[src/rtl/piso_serializer_8bit_if.sv]
// Load handshake and serial-line bundle for the PISO serializer.
// The slave modport is the serializer; the master modport is the producer/observer.
interface piso_serializer_8bit_if #(
    parameter int WIDTH = 8
);
    logic             load_valid;
    logic             load_ready;
    logic [WIDTH-1:0] D;
    logic             sOut;
    logic             sValid;
    logic             busy;
    logic             done;

    modport master (
        output load_valid, D,
        input  load_ready, sOut, sValid, busy, done
    );

    modport slave (
        input  load_valid, D,
        output load_ready, sOut, sValid, busy, done
    );
endinterface

[src/rtl/piso_serializer_8bit.sv]
// LSB-first parallel-to-serial transmitter with valid/ready load and done strobe.
// Define PARITY_EN to append an even-parity bit after the MSB of every frame.
module piso_serializer_8bit #(
    parameter int WIDTH = 8
) (
    input  logic                  clk,
    input  logic                  rst,
    piso_serializer_8bit_if.slave bus
);
    localparam int CW = $clog2(WIDTH);
    localparam logic [CW-1:0] LAST = CW'(WIDTH - 1);

`ifdef PARITY_EN
    typedef enum logic [1:0] {IDLE, SHIFT, PARITY} state_t;
`else
    typedef enum logic [0:0] {IDLE, SHIFT} state_t;
`endif

    state_t           state, state_n;
    logic [WIDTH-1:0] shreg, shreg_n;
    logic [CW-1:0]    cnt, cnt_n;
    logic             done_q, done_n;
    logic             last_bit;
    logic             load_ready;
    logic             accept;
`ifdef PARITY_EN
    logic             par_q, par_n;
`endif

    always_ff @(posedge clk) begin
        if (!rst) begin
            state  <= IDLE;
            shreg  <= '0;
            cnt    <= '0;
            done_q <= 1'b0;
`ifdef PARITY_EN
            par_q  <= 1'b0;
`endif
        end else begin
            state  <= state_n;
            shreg  <= shreg_n;
            cnt    <= cnt_n;
            done_q <= done_n;
`ifdef PARITY_EN
            par_q  <= par_n;
`endif
        end
    end

    // The final frame bit opens the load window so frames can abut.
`ifdef PARITY_EN
    assign last_bit = (state == PARITY);
`else
    assign last_bit = (state == SHIFT) && (cnt == LAST);
`endif
    assign load_ready = (state == IDLE) | last_bit;
    assign accept     = bus.load_valid & load_ready;

    always_comb begin
        state_n = state;
        shreg_n = shreg;
        cnt_n   = cnt;
        done_n  = 1'b0;
`ifdef PARITY_EN
        par_n   = par_q;
`endif
        if (accept) begin
            state_n = SHIFT;
            shreg_n = bus.D;
            cnt_n   = '0;
            done_n  = (state != IDLE);
`ifdef PARITY_EN
            par_n   = ^bus.D;
`endif
        end else begin
            unique case (state)
                IDLE: begin
                end
                SHIFT: begin
                    if (cnt == LAST) begin
`ifdef PARITY_EN
                        state_n = PARITY;
                        shreg_n = WIDTH'(par_q);
`else
                        state_n = IDLE;
                        shreg_n = '0;
                        cnt_n   = '0;
                        done_n  = 1'b1;
`endif
                    end else begin
                        shreg_n = shreg >> 1;
                        cnt_n   = cnt + CW'(1);
                    end
                end
`ifdef PARITY_EN
                PARITY: begin
                    state_n = IDLE;
                    shreg_n = '0;
                    cnt_n   = '0;
                    done_n  = 1'b1;
                end
`endif
                default: begin
                end
            endcase
        end
    end

    // Bit 0 of the shift register is the line; it is zero whenever idle.
    assign bus.sOut       = shreg[0];
    assign bus.sValid     = (state != IDLE);
    assign bus.busy       = (state != IDLE);
    assign bus.done       = done_q;
    assign bus.load_ready = load_ready;
endmodule

[src/flat_wrapper.sv]
// flat-port wrapper written by rule: the top's interface ports become plain ports
module piso_serializer_8bit_flat 
#(
    parameter int WIDTH = 8
)
  (clk, rst, bus_load_valid, bus_D, bus_load_ready, bus_sOut, bus_sValid, bus_busy, bus_done);
  piso_serializer_8bit_if #(.WIDTH(WIDTH)) bus_i ();
  input  logic clk;
  input  logic rst;
  input wire logic [$bits(bus_i.load_valid)-1:0] bus_load_valid;
  input wire logic [$bits(bus_i.D)-1:0] bus_D;
  output wire logic [$bits(bus_i.load_ready)-1:0] bus_load_ready;
  output wire logic [$bits(bus_i.sOut)-1:0] bus_sOut;
  output wire logic [$bits(bus_i.sValid)-1:0] bus_sValid;
  output wire logic [$bits(bus_i.busy)-1:0] bus_busy;
  output wire logic [$bits(bus_i.done)-1:0] bus_done;
  assign bus_i.load_valid = bus_load_valid;
  assign bus_i.D = bus_D;
  assign bus_load_ready = bus_i.load_ready;
  assign bus_sOut = bus_i.sOut;
  assign bus_sValid = bus_i.sValid;
  assign bus_busy = bus_i.busy;
  assign bus_done = bus_i.done;
  piso_serializer_8bit #(.WIDTH(WIDTH)) u_core (.clk(clk), .rst(rst), .bus(bus_i));
endmodule
[config.mk]
export PLATFORM = sky130hd
export DESIGN_NAME = piso_serializer_8bit_flat
export DESIGN_NICKNAME = d
export VERILOG_FILES = /design/src/rtl/piso_serializer_8bit_if.sv /design/src/rtl/piso_serializer_8bit.sv /design/src/flat_wrapper.sv
export SDC_FILE = /design/constraint.sdc
export NUM_CORES = 1
export LEC_CHECK = 0
export ABC_AREA = 1
export CORE_UTILIZATION = 45
export CTS_BUF_LIST = sky130_fd_sc_hd__clkbuf_4 sky130_fd_sc_hd__clkbuf_8
export CTS_CLUSTER_DIAMETER = 50
export DETAILED_ROUTE_END_ITERATION = 6
export GPL_TIMING_DRIVEN = 0
export PLACE_DENSITY = 0.73
export REMOVE_ABC_BUFFERS = 1
export SYNTH_ARGS = -nofsm -noshare
export SYNTH_HDL_FRONTEND = slang
export SYNTH_SLANG_ARGS = --single-unit
[constraint.sdc]
create_clock -name clk -period 2.16 [get_ports clk]
set_clock_uncertainty 0.2 [all_clocks]
set_input_delay 0.432 -clock clk [delete_from_list [all_inputs] [get_ports clk]]
set_output_delay 0.432 -clock clk [all_outputs]
set_load 0.01 [all_outputs]
### Word-level counts from Yosys, hierarchy flattened

Cells that the tools add are included.

* flip-flop bits (word level): 13
* bits in latches: 0
* memory bits (writable): 0
* memory bits (read-only): 0
* bits of input ports: 11
* output and inout bits: 5
* memories kept: 0

* add/sub/neg operators: 1
* $mul: 0
* div/mod/pow operators: 0
* $lt $le $gt $ge: 0
* eq/ne operators: 1
* shifts and indexed selects: 0
* multiplexer cells: 10
* bitwise operators: 4
* reductions and logical operators: 3

Operators by type and width (number)
* 8-bit 2-to-1 mux: 2
* 7-bit 2-to-1 mux: 1
* 1-bit 2-to-1 mux: 6
* 3-bit by 1-bit adder with 3-bit output (second input constant): 1
* 3-bit == test (second input constant): 1
* 3-bit 2-to-1 mux: 1
* 1-bit NOT: 2
* 2-bit nonzero test: 1
* 2-bit OR reduction: 1
* 1-bit AND: 1
* 1-bit logical AND: 1
* 1-bit OR: 1

### Logic depth before layout (Yosys ltp)

Gate-level depths: netlist of run 1.

* depth after elaboration: 5
* depth in mapped cells: 8
* gate-level depth less buffers: 8

### Worst setup path before layout of run 1

OpenSTA, ideal clock, no wires.

* kind: register -> output
* start: register u_core.cnt[0]
* end: output bus_load_ready
* arrival time: 1044 ps
* path slack: 484 ps
* cell stages (with the launch flop): 6
* path through: dfxtp_1 ha_1 ha_1 inv_2 nand2_4 buf_6

* cells in the longest elaborated chain, start to end: 3

Ends and longest elaborated chain
* from (decl): line piso_serializer_8bit.sv:21 `logic [CW-1:0] cnt, cnt_n;`
* from (signal assigned): line piso_serializer_8bit.sv:42 `cnt <= cnt_n;`
* 3-bit == test: line piso_serializer_8bit.sv:54 `assign last_bit = (state == SHIFT) && (cnt == LAST);`
* 1-bit logical AND: line piso_serializer_8bit.sv:54
* 1-bit OR: line piso_serializer_8bit.sv:56 `assign load_ready = (state == IDLE) | last_bit;`
* to (decl): line flat_wrapper.sv:12 `output wire logic [$bits(bus_i.load_ready)-1:0] bus_load_ready;`

No other way between the ends.

### Worst setup path after layout of run 1

* start: register u_core.state, in the netlist u_core.bus.busy
* end: output bus_busy

RTL lines
* from (decl): line piso_serializer_8bit.sv:19 `state_t state, state_n;`
* from (signal assigned): line piso_serializer_8bit.sv:40 `state <= state_n;`
* to (decl): line flat_wrapper.sv:15 `output wire logic [$bits(bus_i.busy)-1:0] bus_busy;`

No word-level cell between the ends.

==> flow_results.org, run 1 <==
** Status
- Status :: completed

** Global routing
- Global routing consumed, on the met2 layer, 27.4% of the routing resources.
- Global-route track usage on met1 :: 20.1%
- Global routing used under 10% of the available met3 tracks.
- Maximum number of pins on one net before global-route repair :: 20
- Global route total overflow :: 0
- Most utilized layer in the global route result :: met2
- Number of global-route vias before repair :: 453
- The initial antenna violation count came to 0.
- The first global-routing pass estimated around 1.9 mm of wire.
- Total global-route track usage :: between 10% and 20%

** Floorplan
- Height of the die :: 40.6 um
- Die Span X :: 40.6 um
- The floorplan step defined a die boundary enclosing 1650 um2.
- Core footprint :: 1350 um2
- Initial core utilization :: roughly half
- Top Ports :: 16
- Row generation in the floorplan step produced 13 rows.

** STA
- The count of pins over their slew limit is 0.
- Portion of the clock cycle consumed by the worst path in the final layout :: a little over nine tenths
- Setup repair after global routing left no endpoint under its margin.
- The final number of hold-violating endpoints is 0.
- Static timing analysis puts the maximum clock frequency at between 400 and 500 MHz.
- The worst pin sits at a relative slew slack of 52.5%.
- Min Clock Period, post-route :: 2.04 ns
- Setup violations remaining at the end of the flow were counted as 0.
- Measured slew at the worst slew-check pin :: 0.710 ns

** Routing
- Post-DRT Antenna Nets :: 0
- Total routed wirelength :: 1.26 mm
- For this block, the via count after detailed routing is a little over 600.
- After detailed routing, the number of vias per cell comes to 5.07.
- Number of DRC violations after detailed routing :: 0
- Length of the first detailed-routing pass in iterations :: 4
- After the first detailed-routing iteration, the DRC count stood at 11.
- Average wire per standard cell :: 10.4 um

** Worst setup path
- For the worst setup path, the data arrival time is between 1 and 1.5 ns.
- Of all nets on the critical path, the largest fanout is 6.
- Required time worst endpoint :: 1.53 ns
- Largest incremental delay on the critical path :: 0.60 ns
- Among all stages on the critical path, the largest delay is contributed by clkdlybuf4s50_1.
- The number of cells on the worst reg-to-reg path is 7.
- The endpoint identified for the worst register-to-register timing path is u_core.cnt[0].
- Kind of launch point of the worst setup path :: register
- Walking the worst path, the cells encountered are clkdlybuf4s50_1.
- Family of cells with the greatest summed delay on the critical path :: buffers and inverters
- Critical Path End :: bus_busy
- Together, buffers and inverters on the worst path number 1.
- The worst setup path is of the register to output port kind.
- The most critical setup path has its startpoint at u_core.bus.busy.
- Worst reg2reg path startpoint :: u_core.cnt[0]
- Setup slack on the worst reg-to-reg path comes out at 0.46 ns.
- STA classifies the critical path endpoint as an output port.
- In this run the number of cells on the critical path is 1.

** Place
- Placed cell area :: between 700 and 800 um2
- Count of input and output buffers :: 15
- HPWL reported at the end of detailed placement :: ~820 um
- At the end of routability-driven placement, the weighted congestion stood at around 0.71.

** Clocking
- In this run the number of H-tree levels came out at 1.
- The clock net in this run drives a total of 13 sinks.
- Clock-pin slew was measured on the worst setup and hold paths at about 0.08 ns.
- Longest Clk Path Bufs :: 2
- At the later pin of the worst-skew pair, clock insertion delay measures 0.27 ns.
- Clock tree synthesis inserted a total of 3 buffers.
- The tree is rooted in a clkbuf_4.
- TritonCTS clock tree :: built

** Layout
- Relative to the synthesized area, the layout overhead comes to 25.4%.
- Final instance area :: 840 um2
- Ratio of cells with drive above 1 in the final layout :: 16.0%
- For this run, the share of the core covered by cells in the final layout is around 62%.
- Total number of nets in the final design :: 120
- Antenna cells :: 0

** Pwr
- Power comes to 529 uW.
- The analysis attributes to cell leakage a power of 0.357 nW.
- Total power divided by cell area :: 630 nW/um2
- Highest ir drop seen on vdd :: ~0.4 mV

** Worst hold path
- In this run the most critical hold path is launched from u_core.cnt[2].
- The path class of the tightest hold or removal check is register to register.
- Counting instances, the worst hold path has a depth of 2.

** Synth
- Mean instance size in the synthesized netlist :: 7.36 um2
- Synth unique cells :: 16
- #FFs+latches synth :: 13
- Post-synthesis cell count :: 91
- The share of the Yosys chip area taken by registers is 38.9%.
- During synthesis, Yosys emitted a total of 0 warnings.
- Netlist area before placement :: ~670 um2

** Flow run
- Max-cap violations in this run came to 0.
-- synthesized netlist by cell type, drive strengths merged --
cell type,instances,area (um2)
a21oi,12,82.6
clkbuf,1,5.00
nor2,16,60.1
nand2,20,90.1
buf,4,37.5
inv,5,18.8
ha,2,25.0
nor3,1,5.00
o21ai,8,40.0
dfxtp,13,260
nand3,9,45.0
-- per-stage QoR --
| stage | setup TNS, ns | setup slack (ns) | hold slack, ns | std cells |
|---|---|---|---|---|
| floorplan | 0 | 0.589 | 0.245 | 86 |
| global placement | -0.565 | -0.106 | 0.255 | 116 |
| detailed placement | -0.604 | -0.138 | 0.265 | 116 |
| CTS | 0 | 0.0405 | 0.277 | 121 |
| global route | 0 | 0.0418 | 0.284 | 121 |
| finish | 0 | 0.120 | 0.285 | 121 |
-- cell families after synthesis --
| group | count (synthesis) | synth area share [%] |
|---|---|---|
| AOI/OAI and AO/OA | 20 | 18.3 |
| adders and majority gates | 2 | 3.74 |
| buffers and inverters | 10 | 9.16 |
| DFF | 13 | 38.9 |
| and+or+nand+nor | 46 | 29.9 |
-- area by class of cell --
type,instances,area (um2)
Multi-Input combinational cell,68,357
Tap cell,15,18.8
Timing Repair Buffer,16,153
Clock buffer,4,30.0
Sequential cell,13,260
Fill cell,133,510
Inverter,5,21.3
-- state kept, by name, indices dropped and copies added (netlist names) --
name and flops:
u_core.bus.busy 1, u_core.bus.done 1, u_core.cnt 3, u_core.shreg 8
-- worst min-delay path by stage --
stage	slack (ns)	end
after global routing	0.28	u_core.cnt[1]
after CTS	0.28	u_core.cnt[2]
after global placement	0.25	u_core.cnt[2]
after detailed placement	0.27	u_core.cnt[2]
after floorplan	0.24	u_core.cnt[1]
final	0.28	u_core.cnt[2]
-- routing by layer --
metal / up-vias / part of all wire (%)
met3: 2 / 3.1
met5: - / 0
li1: 330 / -
met4: 0 / 0.80
met2: 11 / 46
met1: 270 / 50
-- where the power goes --
group | leakage [nW] | internal [mW] | switching, mW
Combinational | 0.232 | 0.0480 | 0.0526
Clock | 0.0184 | 0.0841 | 0.0791
Sequential | 0.107 | 0.254 | 0.0105
Total | 0.357 | 0.387 | 0.142
-- cell usage in the layout (no fill, tap or decap), drive strengths merged --
master         netlist  layout
a21oi               12      12
buf                  4       1
clkbuf               1       5
clkdlybuf4s50        0      14
dfxtp               13      13
ha                   2       2
inv                  5       5
nand2               20      20
nand3                9       9
nor2                16      16
nor3                 1       1
o21ai                8       8
-- timing repair --
item	in CTS	in global routing
endpoints found under the hold margin	0	0
setup endpoints to repair	1	1
gates cloned	0	0
hold buffers	0	0
gates resized for setup	4	1
buffers inserted	1	0
No activity file was read; power rests on OpenSTA's default activity.
==> run 2, diff against run 1 <==
GPL_ROUTABILITY_DRIVEN = 0   (was unset)
SKIP_CTS_REPAIR_TIMING = 1   (was unset)
==> run 2 against run 1 <==
Effect of this change:
- critical path depth up 4
- via count up 0.16%
- largest cell class unchanged
- clock power barely moved
- global-route usage grew 0.34 points
- largest power group unchanged
- design area grew 1.8%
- first-iteration DRC count grew 27%
==> flow_results.org, run 2 (same netlist as run 1, synthesis figures left out) <==
** Status
- Status: completed (unchanged).

** Global routing
- The global-route wire length before repair is 1.88 mm (was 1.86 mm).
- The global-route total usage across every layer was 17.5% (was 17.2%).
- The number of global-route vias before repair was 437 (was 453).
- Global route total overflow :: 0 (unchanged)
- The initial antenna violation count is 0 (unchanged).
- The maximum number of pins on one net before global-route repair is 20 (unchanged).

** Layout
- Syn-to-layout area delta :: 27.7% (was 25.4%)
- The final design utilization came to 63.3% (was 62.2%).
- The antenna diode count was 0 (unchanged).
- Finished Layout Cells :: 122 (was 121)
- The area of all placed cells without fillers came to 855 um2 (was 840 um2).
- Total number of nets in the final design :: 121 (was 120)
- The number of flip-flops in the largest register is 8 (unchanged).
- Top Registers: u_core.shreg x8, u_core.cnt x3 (unchanged).
- Most frequent standard cell in the layout excluding fill and tap cells :: nand2_1 (unchanged)
- Most flops, register :: u_core.shreg (unchanged)
- Commonest cells after routing, fill and taps aside: 18 x nand2_1, 16 x nor2_1, 14 x clkdlybuf4s50_1, 13 x dfxtp_1, 9 x nand3_1 (unchanged).
- The fraction of final layout cells sized beyond drive strength 1 was 15.9% (was 16.0%).

** Clocking
- H-tree depth :: 1 (unchanged)
- The clock transition at the registers of the reported paths is 0.08 ns (about the same).
- TritonCTS clock tree :: built (unchanged)
- The root buffer cell is clkbuf_4 (unchanged).
- The clock sink count is 13 (unchanged).
- Number of CTS-inserted buffers :: 3 (unchanged)
- The clock latency at the later pin of the worst-skew pair is 0.27 ns (about the same).
- Longest Clk Path Bufs :: 2 (unchanged)

** Routing
- The routed wirelength normalized by instance count came to 10.8 um (was 10.4 um).
- The post-detailed-route count of antenna-violating nets came to 0 (unchanged).
- The total vias in the final route came to 614 (was 613).
- Ratio of routed vias to standard cells :: 5.03 (was 5.07)
- The number of DRC markers in iteration 0 is 14 (was 11).
- Length of the first detailed-routing pass in iterations :: 4 (unchanged)
- Number of DRC violations after detailed routing :: 0 (unchanged)
- Total routed wirelength :: 1.31 mm (was 1.26 mm)

** Floorplan
- The effective utilization at floorplan was 49.6% (unchanged).
- The area of the die was 1650 um2 (unchanged).
- Die Span X :: 40.6 um (unchanged)
- Row cnt :: 13 (unchanged)
- The number of top-level pins is 16 (unchanged).
- The y dimension of the die came to 40.6 um (unchanged).
- Core footprint :: 1350 um2 (unchanged)

** Worst setup path
- CP Capture Type :: output port (unchanged)
- Number of cells on the worst reg-to-reg path :: 7 (unchanged)
- The reg-to-reg startpoint is u_core.cnt[0] (unchanged).
- WS Path Type :: register to output port (unchanged)
- The endpoint of the lowest-slack register-to-register path is u_core.cnt[1] (was u_core.cnt[0]).
- The peak fanout along the critical path was 19 (was 6).
- The slack of the worst reg-to-reg path came to 0.44 ns (was 0.46 ns).
- The arrival time at the worst endpoint came to 1.44 ns (was 1.41 ns).
- Required time worst endpoint :: 1.53 ns (about the same)
- Kind of launch point of the worst setup path :: register (unchanged)

** Pwr
- The switching power came to 141 uW (was 142 uW).
- The share of total power in combinational logic was 19.3% (was 19.0%).
- The switching part of the total was 26.7% (was 26.9%).
- The reported leakage power was 0.367 nW (was 0.357 nW).
- The portion of total power attributed to sequential cells is 50.2% (was 50.1%).
- Clock network power share :: 30.5% (was 30.9%)
- Highest ir drop seen on vdd :: 0.377 mV (was 0.400 mV)
- Total power divided by cell area :: 618 nW/um2 (was 630 nW/um2)
- P_int :: 388 uW (was 387 uW)

** STA
- The transition time at the pin with the least slew margin was 0.728 ns (was 0.710 ns).
- Final Hold Fails :: 0 (unchanged)
- The achievable frequency was 482 MHz (was 490 MHz).
- The count of endpoints failing setup in the final report came to 0 (unchanged).
- Min Clock Period, post-route :: 2.08 ns (was 2.04 ns)
- The count of pins over their slew limit came to 0 (unchanged).
- Portion of the clock cycle consumed by the worst path in the final layout :: 96.1% (was 94.5%)
- Tightest slew margin relative to the limit :: 51.3% (was 52.5%)
- Setup repair after global routing missed its margin: no (unchanged).

** Place
- Placed cell area :: 796 um2 (unchanged)
- Count of input and output buffers :: 15 (unchanged)
- HPWL reported at the end of detailed placement :: 818 um (unchanged)
- The number of placed instances with taps included is 116 (unchanged).

** Worst hold path
- The path type of the worst min-delay path is register to register (unchanged).
- Beginning of the worst hold path :: u_core.cnt[2] (unchanged)
- Sink of the worst hold path :: u_core.cnt[2] (unchanged)
- Cell depth of the worst hold path :: 2 (unchanged)

** Flow run
- The max-capacitance violation count is 0 (unchanged).
## run 2: changes by cell type in the layout (fill, tap and decap cells not counted), sizes merged
cell	delta
buf	+1
clkbuf	-1
dlymetal6s2s	+1
## run 2: per-stage QoR
step                      TNS [ns]  setup slack [ns]  hold slack [ns]  power, mW
after floorplan                  0             0.589            0.245      0.325
after global placement      -0.565            -0.106            0.255      0.369
after detailed placement    -0.604            -0.138            0.265      0.370
after CTS                   -0.354            -0.354            0.277      0.534
after global routing             0            0.0282            0.307      0.557
final                            0            0.0848            0.276      0.529
## run 2: cell type report
cell class	instances	area [um2]
clock buffer	4	30.0
fill	132	495
multi-input combinational	68	357
timing repair buffer	17	168
inverter	5	21.3
tap	15	18.8
sequential	13	260
## run 2: layer usage
| metal | up-vias | GRT usage, % | part of all wire (%) |
|---|---|---|---|
| met4 | 0 | 7.50 | 0.76 |
| met1 | 273 | 22.4 | 51 |
| li1 | 330 | - | - |
| met5 | - | 0 | 0 |
| met2 | 9 | 25.8 | 45 |
| met3 | 2 | 6.67 | 2.5 |
## run 2: critical path, cell delays in order (launching register included)
cell,delay (ns)
dfxtp_1,0.33
ha_1,0.21
ha_1,0.22
inv_4,0.10
nand2_8,0.11
dlymetal6s2s_1,0.21
## run 2: how the worst max path moves through the flow
stage	start	endpoint
after detailed placement	bus_load_valid	u_core.cnt[0]
final	u_core.cnt[0]	bus_load_ready
after global placement	bus_load_valid	u_core.cnt[0]
after CTS	u_core.cnt[0]	bus_load_ready
after global routing	u_core.cnt[0]	bus_load_ready
after floorplan	u_core.cnt[0]	bus_load_ready
## run 2: power groups by stage
stage	registers [mW]	clock network [mW]	logic (mW)
3_3_place_gp	0.269	0	0.0999
2_1_floorplan	0.270	0	0.0553
5_1_grt	0.266	0.178	0.113
3_5_place_dp	0.269	0	0.101
4_1_cts	0.264	0.169	0.101
6_report	0.265	0.161	0.102
==> run 3, diff against run 2 <==
CORE_MARGIN = 2   (was unset)
==> run 3 against run 2 <==
Effect of this change:
- design area down 0.88%
- non-clock buffer count fell by 1
- utilization decreased by 0.56 points
- global-route usage decreased by 2.2 points
- worst hold slack got worse by 0.0088 ns
- fmax up 2.3%
- critical path type unchanged
- largest power group unchanged
==> flow_results.org, run 3 (same netlist as run 1, synthesis figures left out) <==
** STA
- The achievable frequency came to 493 MHz (was 482 MHz).
- Tightest slew margin relative to the limit :: 52.4% (was 51.3%)
- The minimum clock period was 2.03 ns (was 2.08 ns).
- Measured slew at the worst slew-check pin :: 0.711 ns (was 0.728 ns)
- The count of endpoints failing setup in the final report came to 0 (unchanged).
- The count of pins over their slew limit is 0 (unchanged).
- The final worst-path cycle share was 93.9% (was 96.1%).
- Total Negative Setup Slacks :: 0 ns (unchanged)
- Setup repair after global routing missed its margin: no (unchanged).
- The final number of hold-violating endpoints is 0 (unchanged).

** Layout
- Antenna cells :: 0 (unchanged)
- The final instance count without filler cells was 121 (was 122).
- Most frequent standard cell in the layout excluding fill and tap cells :: nand2_1 (unchanged)
- Final instance area :: 847 um2 (was 855 um2)
- Top Registers :: u_core.shreg x8, u_core.cnt x3 (unchanged)
- The layout overhead on the synthesized area is 26.5% (was 27.7%).
- Total of fill cells in the finished design :: 132 (unchanged)
- Footprint of the multi-input gates :: 357 um2 (unchanged)
- Most flops, register :: u_core.shreg (unchanged)
- Largest register FFs :: 8 (unchanged)
- The fraction of final layout cells sized beyond drive strength 1 came to 15.1% (was 15.9%).
- The final net count was 120 (was 121).
- Reg area :: 260 um2 (unchanged)
- Commonest cells after routing, fill and taps aside: 18 x nand2_1, 16 x nor2_1, 14 x clkdlybuf4s50_1, 13 x dfxtp_1, 9 x nand3_1 (unchanged).

** Routing
- The routed wirelength normalized by instance count was 10.3 um (was 10.8 um).
- The vias per cell came to 5.10 (was 5.03).
- The total vias in the final route was 617 (was 614).
- Length of the first detailed-routing pass in iterations :: 4 (unchanged)
- Number of DRC violations after detailed routing :: 0 (unchanged)
- Total routed wirelength :: 1.25 mm (was 1.31 mm)
- Post-DRT Antenna Nets :: 0 (unchanged)
- Detailed Route Iter0 Violations :: 6 (was 14)

** Worst setup path
- Crit path top cell by count :: ha_1 (unchanged)
- Register-to-register path setup slack :: 0.52 ns (was 0.44 ns)
- The sort of element at the end of the critical path is an output port (unchanged).
- The worst setup path category is register to output port (unchanged).
- The worst-path cell with the longest stage delay is dfxtp_1 (unchanged).
- The largest incremental delay on the critical path came to 0.33 ns (about the same).
- The required time at the worst-slack endpoint came to 1.53 ns (about the same).
- Critical path cell sequence :: ha_1 -> ha_1 -> inv_4 -> nand2_8 -> dlymetal6s2s_1 (unchanged)
- The startpoint type of the worst setup path was a register (unchanged).
- Critical path arrival :: 1.40 ns (was 1.44 ns)
- The peak fanout along the critical path was 19 (unchanged).

** Global routing
- The global-route total usage across every layer was 15.3% (was 17.5%).
- The maximum number of pins on one net before global-route repair was 20 (unchanged).
- The initial antenna violation count came to 0 (unchanged).
- The number of global-route vias before repair was 516 (was 437).
- The global-route wire length before repair was 2.11 mm (was 1.88 mm).
- The total congestion overflow was 0 (unchanged).

** Pwr
- The share of total power in combinational logic is 19.5% (was 19.3%).
- Leakage component of the power :: 0.363 nW (was 0.367 nW)
- The switching power came to 138 uW (was 141 uW).
- Clock network power share :: 30.2% (was 30.5%)
- The power density relative to cell area is 620 nW/um2 (was 618 nW/um2).
- The internal power contribution came to 387 uW (was 388 uW).
- Sequential share of power :: 50.4% (was 50.2%)
- Sw Ratio :: 26.3% (was 26.7%)
- Highest ir drop seen on vdd :: 0.349 mV (was 0.377 mV)

** Floorplan
- Row cnt :: 13 (unchanged)
- Die Span X :: 42.6 um (was 40.6 um)
- The effective utilization at floorplan is 49.6% (unchanged).
- Core footprint :: 1350 um2 (unchanged)
- The y dimension of the die is 42.6 um (was 40.6 um).
- The number of top-level pins was 16 (unchanged).
- The area of the die is 1810 um2 (was 1650 um2).

** Clocking
- The clock transition at the registers of the reported paths came to 0.08 ns (about the same).
- The root buffer cell is clkbuf_4 (unchanged).
- The CTS tree was built (unchanged).
- The total CTS buffers came to 3 (unchanged).
- H-tree depth :: 1 (unchanged)
- The maximum clock insertion buffer count is 2 (unchanged).
- Clock Sink Count :: 13 (unchanged)
- The clock latency at the later pin of the worst-skew pair came to 0.27 ns (about the same).

** Status
- Status: completed (unchanged).

** Place
- HPWL reported at the end of detailed placement :: 882 um (was 818 um)
- Count of input and output buffers :: 15 (unchanged)
- The number of placed instances with taps included was 116 (unchanged).
- The area of placed instances is 796 um2 (unchanged).

** Flow run
- Max-cap violations :: 0 (unchanged)

** Worst hold path
- The path type of the worst min-delay path is register to register (unchanged).
==> run 3: metal layers <==
layer	vias up	global-route usage [%]	wire length (um)
met5	-	0	0
met4	0	7.50	12
met3	2	4.31	50
met2	11	25.2	550
met1	276	17.9	632
li1	328	-	-
==> run 3: area by class of cell <==
cell class | count | share of cell area [%]
flip-flops and latches | 13 | 30.7
repair buffers | 16 | 18.9
well taps | 15 | 2.22
inverters | 5 | 2.51
multi-input cells | 68 | 42.1
clock buffers | 4 | 3.55
==> run 3: path summary, 6_finish.rpt <==
kind,startpoint,end,depth (start not counted)
min reg2reg,u_core.cnt[2],u_core.cnt[2],2
max reg2reg,u_core.cnt[0],u_core.cnt[0],7
max,u_core.cnt[0],bus_load_ready,5
min,u_core.cnt[2],u_core.cnt[2],2
==> run 3: stage by stage <==
stage               util [%]  hold WS (ns)  setup WS [ns]  power (mW)
floorplan                  -         0.245          0.589       0.325
global placement        58.9         0.252        -0.0978       0.369
detailed placement      58.9         0.261         -0.132       0.372
CTS                     61.2         0.273         -0.340       0.532
global route            62.7         0.316         0.0528       0.555
finish                  62.7         0.267          0.131       0.525
==> run 3: power by group through the flow <==
stage	registers (mW)	clock network (mW)	logic [mW]
2_1_floorplan	0.270	0	0.0553
4_1_cts	0.264	0.166	0.103
3_3_place_gp	0.269	0	0.0998
3_5_place_dp	0.269	0	0.102
6_report	0.264	0.158	0.102
5_1_grt	0.267	0.175	0.113
==> run 3: worst max-delay path, delay by kind of cell (launching register included) <==
kind                     cells  cell delay (ns)
buffers and inverters        2             0.29
flip-flops                   1             0.33
adder cells (fa/ha/maj)      2             0.41
AND/OR/NAND/NOR              1             0.10
==> variant: new RTL, settings of run 1 <==
`WIDTH` is set to 8 in 3 places; all go to 16.
--- a/src/rtl/piso_serializer_8bit_if.sv
+++ b/src/rtl/piso_serializer_8bit_if.sv
@@ -3,3 +3,3 @@
 interface piso_serializer_8bit_if #(
-    parameter int WIDTH = 8
+    parameter int WIDTH = 16
 );
--- a/src/rtl/piso_serializer_8bit.sv
+++ b/src/rtl/piso_serializer_8bit.sv
@@ -3,3 +3,3 @@
 module piso_serializer_8bit #(
-    parameter int WIDTH = 8
+    parameter int WIDTH = 16
 ) (
--- a/src/flat_wrapper.sv
+++ b/src/flat_wrapper.sv
@@ -3,3 +3,3 @@
 #(
-    parameter int WIDTH = 8
+    parameter int WIDTH = 16
 )
Ports: changed (resized bus_D); port bits go from 16 to 24. The function was not compared with the original's and may differ.
==> variant against run 1 <==
  * The run now ends with design-rule violations left
  * Routed wire length up 110%
  * Final area up 70%
  * Sequential cell count up 9
  * Setup slack worse by 0.034 ns
  * Power up 61%
  * Largest power group unchanged
  * Non-clock buffer count up 9
  * Synthesized cell count up 82%
  * Critical path depth up 3
  * First-iteration DRC count up 140%
  * Area after synthesis up 73%
==> variant: results (changes against run 1) <==
Regs by FF count=u_core.shreg: 16 flops, u_core.cnt: 4 flops; met2 WL=1317 um (+130%); mux contribution to synthesized area=0% (unchanged); DR vias=1138 (+86%); # diodes=0 (unchanged); met3 WL=122 um (+210%); top post-synthesis cells by count=31 x nand3_1, 28 x nor2_1, 25 x nand2_1, 22 x dfxtp_1, 19 x inv_1; Avg Cell Area, Syn=6.972 um^2 (-5.2%); reg2reg start=u_core.bus.busy$_SDFF_PN0_; first-pass GRT wire length=4112 um (+120%); layout cell share with drive strength beyond 1=8.152% (-7.9 points); Max IR drop VDD=385.2 uV (-3.6%); dpl ws=-0.6648 ns (-0.5266 ns); Most used DFF post-synth=dfxtp_1; H-tree Lvls=1 (unchanged); Total Routing Usage GR=19.76% (+2.6 points); data arrival time of the critical path=1.44 ns (+0.03 ns); initial DRC count=26 (+15); max layer used=met4; largest net degree at the start of global routing=25 (+25%); slowest CP cell=dfxtp_2; Worst Max-Slew Pin Slew=0.7698 ns (+0.06021 ns); Adder-Cell Fraction of Synth Area=1.081% (-2.7 points); CTS clk-pin slew, worst paths=0.13 ns (+0.05 ns); status=finished, violations left; worst-path fanout max=10 (+4); top cells by area, synth=dfxtp_1 38%, nand3_1 13%, nor2_1 9.1%, nand2_1 8.1%, o211ai_1 7.8%; worst r2r dst=u_core.shreg[11]$_SDFFE_PN0P_; Seq/Total Area, Yosys=38.05% (-0.82 points); PortBufs=23 (+8); Clock Tree Root=clkbuf_4; Switching Share=27.78% (+0.90 points); complex-gate fraction of the synthesized area=12.11% (-6.2 points); HPWL after DPL=1603 um (+96%); violated checks=design-rule violations; RePlAce Congestion=0.7743 (+9.6%); post-synth cell types=19 (+3); final net count=205 (+71%); Slowest Stage Delay on Critical Path=0.38 ns (-0.22 ns); Hold Startpoint=u_core.shreg[15]$_SDFFE_PN0P_; metal1 wirelength=1187 um (+88%); critical path launch point=u_core.cnt[0]$_SDFFE_PP0P_; vias in the first global route=1025 (+130%); clock latency on the worst-skew pair=0.31 ns (+0.04 ns); CP endpoint=bus_load_ready; DR DRC count=1 (+1); Leak=0.0006408 uW (+80%); final WL=2639 um (+110%); worst hold path class=flop to flop; depth of the most critical reg-to-reg path=6 (-1); CP delay by family, top=flip-flops; total CTS buffers=3 (unchanged); period utilization=96.05% (+1.6 points); Placed Instance Area=1328 um^2 (+67%); Pre-antenna DRT Iters=6 (+2); largest family of logic cells by synthesized area=simple AND/OR/NAND/NOR gates; DR vias/cell=5.318 (+5.0%)
[variant: cell count changes in the layout (fill, tap and decap cells not counted), sizes merged, moves of 7 or more]
cell / before / now
nand3: 9 / 32
o211ai: 0 / 12
clkdlybuf4s50: 14 / 21
nor2: 16 / 29
dfxtp: 13 / 22
inv: 5 / 18
[variant: worst min-delay path by stage]
stage,endpoint,slack [ns],cells past startpoint
floorplan,u_core.shreg[15]$_SDFFE_PN0P_,0.24,2
global placement,u_core.shreg[15]$_SDFFE_PN0P_,0.26,2
detailed placement,u_core.shreg[15]$_SDFFE_PN0P_,0.26,2
CTS,u_core.shreg[15]$_SDFFE_PN0P_,0.28,2
global route,u_core.cnt[1]$_SDFFE_PP0P_,0.32,2
finish,u_core.shreg[15]$_SDFFE_PN0P_,0.28,2
[variant: routing by layer]
| layer | vias up | GRT usage [%] |
|---|---|---|
| li1 | 577 | - |
| met1 | 527 | 21.37 |
| met2 | 32 | 37.13 |
| met3 | 2 | 4.638 |
| met4 | 0 | 6.140 |
| met5 | - | 0 |
[variant: kinds of logic after synthesis]
group	count (synthesis)
adder cells (fa/ha/maj)	1
AO/OA/AOI/OAI	22
flip-flops	22
buffers and inverters	32
AND/OR/NAND/NOR	89
[variant: power groups by stage]
stage	Sequential, uW	Clock (uW)	Combinational, uW
after floorplan	460	0	88.1
after global placement	462	0	153
after detailed placement	463	0	157
after CTS	456	239	158
after global routing	457	256	185
final	454	231	166
[variant: what timing repair did]
item                                    in CTS  in global routing
cloned                                       0                  1
buffers inserted                             1                  1
resized for setup                           10                  3
pin swaps                                    1                  1
endpoints found under the setup margin      22                  4
[variant: final cells by class]
cell class	count	area, um^2
clock buffers	4	36.28
fillers	235	1030
inverters	20	78.83
multi-input cells	113	581.8
flip-flops and latches	22	446.7
well taps	30	37.54
repair buffers	25	244.0
